**src/rtl/device_exec_unit.sv**
```systemverilog
// Sequencing/execute stage: four 8-bit registers, Z/C flags, one instruction per STEP_DIV+2 clocks.
// Defining EXEC_SINGLE_STEP_EN replaces the prescaler with one instruction per synchronised i_step rising edge.
module device_exec_unit #(
  parameter logic [23:0] STEP_DIV = 24'd10_000_000
) (
  input  logic        i_clk,
  input  logic        i_nrst,
  input  logic        i_run,
`ifdef EXEC_SINGLE_STEP_EN
  input  logic        i_step,
`endif
  input  logic [7:0]  i_pc,
  input  logic [31:0] i_instruction,
  input  logic [7:0]  i_in,
  output logic [7:0]  o_next_pc,
  output logic [7:0]  o_out,
  output logic        o_zero,
  output logic        o_carry,
  output logic        o_halted,
  output logic        o_busy
);

  typedef enum logic [2:0] {S_IDLE, S_WAIT, S_FETCH, S_EXEC, S_HALT} state_t;

  localparam logic [3:0] OP_LDI  = 4'h1, OP_MOV  = 4'h2, OP_ADD  = 4'h3, OP_SUB = 4'h4;
  localparam logic [3:0] OP_AND  = 4'h5, OP_OR   = 4'h6, OP_XOR  = 4'h7, OP_ADDI = 4'h8;
  localparam logic [3:0] OP_JMP  = 4'h9, OP_BRZ  = 4'hA, OP_BRNZ = 4'hB, OP_OUT = 4'hC;
  localparam logic [3:0] OP_IN   = 4'hD, OP_SHL  = 4'hE, OP_HALT = 4'hF;

  state_t      state_q, state_d;
  logic [31:0] ir_q, ir_d;
  logic [7:0]  regs_q [4];
  logic [7:0]  regs_d [4];
  logic        zero_q, zero_d, carry_q, carry_d;
  logic [7:0]  out_q, out_d;
  logic        advance;

`ifdef EXEC_SINGLE_STEP_EN
  localparam logic [23:0] step_div_unused = STEP_DIV;
  logic step_s1_q, step_s2_q, step_s3_q;

  always_ff @(posedge i_clk) begin
    if (!i_nrst) begin
      step_s1_q <= 1'b0;
      step_s2_q <= 1'b0;
      step_s3_q <= 1'b0;
    end else begin
      step_s1_q <= i_step;
      step_s2_q <= step_s1_q;
      step_s3_q <= step_s2_q;
    end
  end

  // Edges seen outside WAIT are simply not consumed by the FSM.
  assign advance = step_s2_q & ~step_s3_q;
`else
  localparam logic [23:0] RELOAD = (STEP_DIV == 24'd0) ? 24'd0 : STEP_DIV - 24'd1;
  logic [23:0] presc_q, presc_d;

  assign advance = (presc_q == 24'd0);

  always_comb begin
    presc_d = presc_q;
    if (state_q == S_WAIT && !advance) presc_d = presc_q - 24'd1;
    if (state_d == S_WAIT && state_q != S_WAIT) presc_d = RELOAD;
  end

  always_ff @(posedge i_clk) begin
    if (!i_nrst) presc_q <= 24'd0;
    else         presc_q <= presc_d;
  end
`endif

  logic [3:0] op;
  logic [1:0] rd, rs;
  logic [7:0] imm, a, b;
  logic       unused_ir_bits;

  assign op             = ir_q[31:28];
  assign rd             = ir_q[27:26];
  assign rs             = ir_q[25:24];
  assign imm            = ir_q[7:0];
  assign unused_ir_bits = ^ir_q[23:8];
  assign a              = regs_q[rd];
  assign b              = regs_q[rs];

  logic [7:0] res;
  logic       wr, c_new, taken, out_wr, halt;

  // Operands are read from registered values, so rd==rs sees pre-update data.
  always_comb begin
    res    = 8'h00;
    wr     = 1'b0;
    c_new  = carry_q;
    taken  = 1'b0;
    out_wr = 1'b0;
    halt   = 1'b0;
    case (op)
      OP_LDI:  begin res = imm;  wr = 1'b1; end
      OP_MOV:  begin res = b;    wr = 1'b1; end
      OP_ADD:  begin {c_new, res} = {1'b0, a} + {1'b0, b};   wr = 1'b1; end
      OP_SUB:  begin res = a - b; c_new = (a < b);           wr = 1'b1; end
      OP_AND:  begin res = a & b; c_new = 1'b0;              wr = 1'b1; end
      OP_OR:   begin res = a | b; c_new = 1'b0;              wr = 1'b1; end
      OP_XOR:  begin res = a ^ b; c_new = 1'b0;              wr = 1'b1; end
      OP_ADDI: begin {c_new, res} = {1'b0, a} + {1'b0, imm}; wr = 1'b1; end
      OP_JMP:  taken = 1'b1;
      OP_BRZ:  taken = zero_q;
      OP_BRNZ: taken = ~zero_q;
      OP_OUT:  out_wr = 1'b1;
      OP_IN:   begin res = i_in; wr = 1'b1; end
      OP_SHL:  begin res = {a[6:0], 1'b0}; c_new = a[7];     wr = 1'b1; end
      OP_HALT: halt = 1'b1;
      default: ;
    endcase
  end

  always_comb begin
    state_d   = state_q;
    ir_d      = ir_q;
    regs_d    = regs_q;
    zero_d    = zero_q;
    carry_d   = carry_q;
    out_d     = out_q;
    o_next_pc = i_pc;
    case (state_q)
      S_IDLE: begin
        o_next_pc = 8'h00;
        if (i_run) state_d = S_WAIT;
      end
      S_WAIT:  if (advance) state_d = S_FETCH;
      S_FETCH: begin
        ir_d    = i_instruction;
        state_d = S_EXEC;
      end
      S_EXEC: begin
        // Dropping i_run in this cycle cancels the instruction entirely.
        if (i_run) begin
          if (wr) begin
            regs_d[rd] = res;
            zero_d     = (res == 8'h00);
            carry_d    = c_new;
          end
          if (out_wr) out_d = a;
          if (halt) begin
            state_d = S_HALT;
          end else begin
            state_d   = S_WAIT;
            o_next_pc = taken ? imm : i_pc + 8'd1;
          end
        end
      end
      S_HALT:  ;
      default: state_d = S_IDLE;
    endcase
    if (!i_run) state_d = S_IDLE;
  end

  always_ff @(posedge i_clk) begin
    if (!i_nrst) begin
      state_q <= S_IDLE;
      ir_q    <= 32'h0;
      for (int i = 0; i < 4; i++) regs_q[i] <= 8'h00;
      zero_q  <= 1'b0;
      carry_q <= 1'b0;
      out_q   <= 8'h00;
    end else begin
      state_q <= state_d;
      ir_q    <= ir_d;
      regs_q  <= regs_d;
      zero_q  <= zero_d;
      carry_q <= carry_d;
      out_q   <= out_d;
    end
  end

  assign o_out    = out_q;
  assign o_zero   = zero_q;
  assign o_carry  = carry_q;
  assign o_halted = (state_q == S_HALT);
  assign o_busy   = (state_q == S_WAIT) || (state_q == S_FETCH) || (state_q == S_EXEC);

endmodule
```
**config.mk**
```make
export PLATFORM = sky130hd
export DESIGN_NAME = device_exec_unit
export DESIGN_NICKNAME = d
export VERILOG_FILES = /design/src/rtl/device_exec_unit.sv
export SDC_FILE = /design/constraint.sdc
export NUM_CORES = 1
export LEC_CHECK = 0
export ABC_CLOCK_PERIOD_IN_PS = 3900
export CAP_MARGIN = 10
export CORE_AREA = 2 2 125 127
export DETAILED_ROUTE_END_ITERATION = 8
export DIE_AREA = 0 0 127 129
export GPL_TIMING_DRIVEN = 0
export HOLD_SLACK_MARGIN = 0.12
export RECOVER_POWER = 50
export REMOVE_ABC_BUFFERS = 1
export SYNTH_ARGS = -nofsm -noshare
export SYNTH_HDL_FRONTEND = slang
export SYNTH_SLANG_ARGS = --single-unit
```
**constraint.sdc**
```tcl
create_clock -name i_clk -period 3.9 [get_ports i_clk]
set_input_delay 0.39 -clock i_clk [delete_from_list [all_inputs] [get_ports i_clk]]
set_output_delay 0.39 -clock i_clk [all_outputs]
set_load 0.01 [all_outputs]
```
==> impl_metrics.toml <==
[cts]
cts.reportedPaths.clkPinSlew_ns = 0.06
cts_tree = "yes"
cts-buffers-inserted = 9
clkSinkCount = 85
htree_num_levels = 3
clk-insertion-delay-late_ns = 0.35
cts.hold.buffers_added = 0
clock_tree_buffer_depth = 2
cts_root_buffer_type = "sky130_fd_sc_hd__clkbuf_16"

[timing]
final.setup_skew_ns = 0.0116
report.final.setup_viol = 0
final.period_utilization = 0.942
finalWorstPathRequiredPeriod_ns = 3.67
max_slew.worst_pin.slew_ns = 1.12
rsz_0062_raised_after_global_routing = "no"
fmaxAchievable_mhz = 272
final-max-slew-violation-count = 0
maxSlewHeadroom = 0.253
hold_viol_final = 0

[cells_and_area]
area_growth_pct = 16.1
design.final.nets = 846
n_antenna_cell = 0
layout.cells.most_common_list = "sky130_fd_sc_hd__nor2_1, sky130_fd_sc_hd__dfxtp_1, sky130_fd_sc_hd__nand2_1"
layout-drive-gt1-share = 0.0802
final-instance-count-excl-fill = 949
layout.cells.most_common = "sky130_fd_sc_hd__nor2_1"

[synth]
yosys.cell_types.count = 72
muxShareOfSynthArea = 0.0744
synth_simple_gate_area_share = 0.226
synth-seq-area-share = 0.287
synth_xor_area_frac = 0.0459
synth_top_family_by_area = "compound AO/OA/AOI/OAI gates"
netlist_area_before_placement_mm2 = 0.00592
avg_cell_area_syn_um2 = 8.10
synth-seq-cells = 85
area_fraction_in_compound_gates_after_synthesis = 0.227
syn-instance-count = 731
post_synth_fa_ha_maj_area_fraction = 0.0862
dominantRegCellSynth = "sky130_fd_sc_hd__dfxtp_1"
synth_async_sr_flop_share = 0
synth_warnings = 0
synth_enable_flop_cells = 0

[placed_design]
io_buffers = 54
place.detailed.instances = 932
global_placement_routability_congestion = 0.988
dp_hpwl_mm = 12.5

[drt]
wire_length_reported_by_the_detailed_router_mm = 17.0
wl_met3_um = 863
drtPass1Iterations = 5
drtIter0Drc = 446
detail_route.wirelength.met1_mm = 7.93
met2_length_mm = 7.85
post_drt_via_cell_ratio = 5.88
route.top_layer_used = "met4"
drt-wirelength-per-cell_um = 17.9
routed-via-count = 5581
antenna_nets_post_route = 0
detail_route.drc_violations = 0

[pwr]
fin_total_pwr_uw = 1930
power_switching_share = 0.244
powerDensity_mw_per_mm2 = 281
vdd.ir_drop.worst_mv = 0.187
power.switching_uw = 471
power.clock.fraction = 0.453
total_leakage_power_uw = 0.00237
comb_power_share = 0.082
share_seq_of_total_power = 0.465
power.internal_uw = 1460

[floorplan]
die_width_um = 127
design.die.area_mm2 = 0.0164
die_outline_height_um = 129
pin_count = 71
coreArea_mm2 = 0.0150
floorplan.initialDensity = 0.395
placement_rows = 45

[critical_path]
path_depth = 10
setup.worst_path.class = "reg2reg"
worst_setup_sp_type = "flop"
end_kind = "flop"
max_stage_delay_ns = 0.62
rr_startpoint = "ir_q[24]$_SDFFE_PN0P_"
rr_worst_depth = 10
worst_path_fanout_max = 9
critPathTopFamily = "compound AO/OA/AOI/OAI gates"
timing.critical_path.required_ns = 4.07
timing.critical_path.buf_inv = 1
slowest_stage = "sky130_fd_sc_hd__mux4_2"
r2r_setup_slack_ns = 0.23
setup.worst_path.end = "regs_q[23]$_SDFFE_PN0P_"
critPathArrivalTime_ns = 3.84
critical_path.reg2reg.endpoint = "regs_q[23]$_SDFFE_PN0P_"
crit_path_cell_trace = "mux4_2 > inv_1 > ha_1 > o21ba_2 > or4_1 > a31oi_1 > xor2_1 > nor2_1 > a2111oi_4 > a211oi_1"
critPathLaunch = "ir_q[24]$_SDFFE_PN0P_"

[grt]
gr-total-overflow = 0
grt_antenna_before_repair = 0
grtUsageTotal = 0.211
grt_pass1_wl_mm = 27.5
maximum_number_of_pins_on_one_net_before_global_route_repair = 72
number_of_global_route_vias_before_repair = 5352

[hold_path]
tightest_hold_check_type = "reg2reg"

[flow_run]
timing.max_cap.violations = 0

[run_status]
status = "completed"
routing by layer:
metal | up-vias | track usage
met2 | 157 | 0.340
met5 | - | 0
met4 | 0 | 0.0724
met1 | 2682 | 0.288
met3 | 32 | 0.0370
li1 | 2710 | -
worst min path at each step:
stage                                from                    end  slack [ns]  cells past startpoint
global route        o_out[0]$_SDFFE_PN0P_  o_out[0]$_SDFFE_PN0P_        0.51                      2
finish              o_out[2]$_SDFFE_PN0P_  o_out[2]$_SDFFE_PN0P_        0.48                      2
CTS                 o_out[4]$_SDFFE_PN0P_  o_out[4]$_SDFFE_PN0P_        0.49                      2
global placement    o_out[4]$_SDFFE_PN0P_  o_out[4]$_SDFFE_PN0P_        0.46                      2
floorplan            ir_q[0]$_SDFFE_PN0P_   ir_q[0]$_SDFFE_PN0P_        0.47                      2
detailed placement  o_out[4]$_SDFFE_PN0P_  o_out[4]$_SDFFE_PN0P_        0.47                      2
cells by family after synthesis:
family	after synthesis
AND/OR/NAND/NOR	270
AO/OA/AOI/OAI	201
flip-flops	85
buffers and inverters	81
adder cells (fa/ha/maj)	39
XOR/XNOR	31
multiplexers	24
state kept, by name, summed over array words and instances (netlist names):
name / count
ir_q: 16
presc_q: 24
o_out: 8
state_q: 3
o_zero: 1
o_carry: 1
regs_q: 32
synth_stat cells (7+ instances only):
| cell type | instances | area share |
|---|---|---|
| sky130_fd_sc_hd__nand3_1 | 8 | 0.0068 |
| sky130_fd_sc_hd__mux4_2 | 16 | 0.061 |
| sky130_fd_sc_hd__xnor2_1 | 22 | 0.033 |
| sky130_fd_sc_hd__nand2_1 | 65 | 0.041 |
| sky130_fd_sc_hd__xor2_1 | 9 | 0.013 |
| sky130_fd_sc_hd__nor2b_1 | 7 | 0.0074 |
| sky130_fd_sc_hd__a21oi_1 | 60 | 0.051 |
| sky130_fd_sc_hd__dfxtp_1 | 85 | 0.29 |
| sky130_fd_sc_hd__nand2b_1 | 13 | 0.014 |
| sky130_fd_sc_hd__o21ai_0 | 26 | 0.022 |
| sky130_fd_sc_hd__inv_1 | 37 | 0.023 |
| sky130_fd_sc_hd__ha_1 | 36 | 0.076 |
| sky130_fd_sc_hd__nor2_1 | 97 | 0.061 |
| sky130_fd_sc_hd__a211oi_1 | 37 | 0.047 |
| sky130_fd_sc_hd__nor3_1 | 23 | 0.019 |
| sky130_fd_sc_hd__mux2i_1 | 8 | 0.014 |
| sky130_fd_sc_hd__nand4_1 | 7 | 0.0074 |
| sky130_fd_sc_hd__clkbuf_1 | 34 | 0.022 |
| sky130_fd_sc_hd__o32ai_1 | 7 | 0.010 |
repair_timing:
item / 4_1_cts / 5_1_grt
buffers inserted: 0 / 0
pin swaps: 0 / 1
setup endpoints to repair: 10 / 10
cloned: 0 / 0
endpoints found under the hold margin: 0 / 0
gates resized for setup: 4 / 5
power groups by stage:
stage	Combinational (uW)	Sequential [uW]	Clock (uW)
2_1_floorplan	85.2	916	0
3_3_place_gp	153	918	0
3_5_place_dp	157	920	0
4_1_cts	158	900	900
5_1_grt	175	901	933
6_report	159	899	877
tightest hold or removal path, delay by kind of cell (launching register included):
family             cells  cell delay, ns
AOI/OAI and AO/OA      1            0.06
DFF                    1            0.32
and+or+nand+nor        1            0.07
cell type report:
class	instances	area [um2]
inverter	38	143
clock inverter	6	71.3
fill	1436	8100
tap	188	235
multi-input combinational	565	3910
timing repair buffer	57	576
sequential	85	1710
clock buffer	10	229
through the flow:
stage | hold WS, ns | cell area, um2 | worst slack (ns) | util | setup TNS (ns)
final | 0.476 | 6880 | 0.226 | 0.459 | 0
after global routing | 0.511 | 6880 | 0.0438 | 0.459 | 0
after CTS | 0.489 | 6860 | 0.0212 | 0.458 | 0
after detailed placement | 0.473 | 6540 | -0.392 | 0.437 | -2.68
after global placement | 0.463 | 6520 | -0.330 | 0.435 | -2.16
after floorplan | 0.466 | 5740 | 0.376 | - | 0
(Power assumes the default switching activity.)
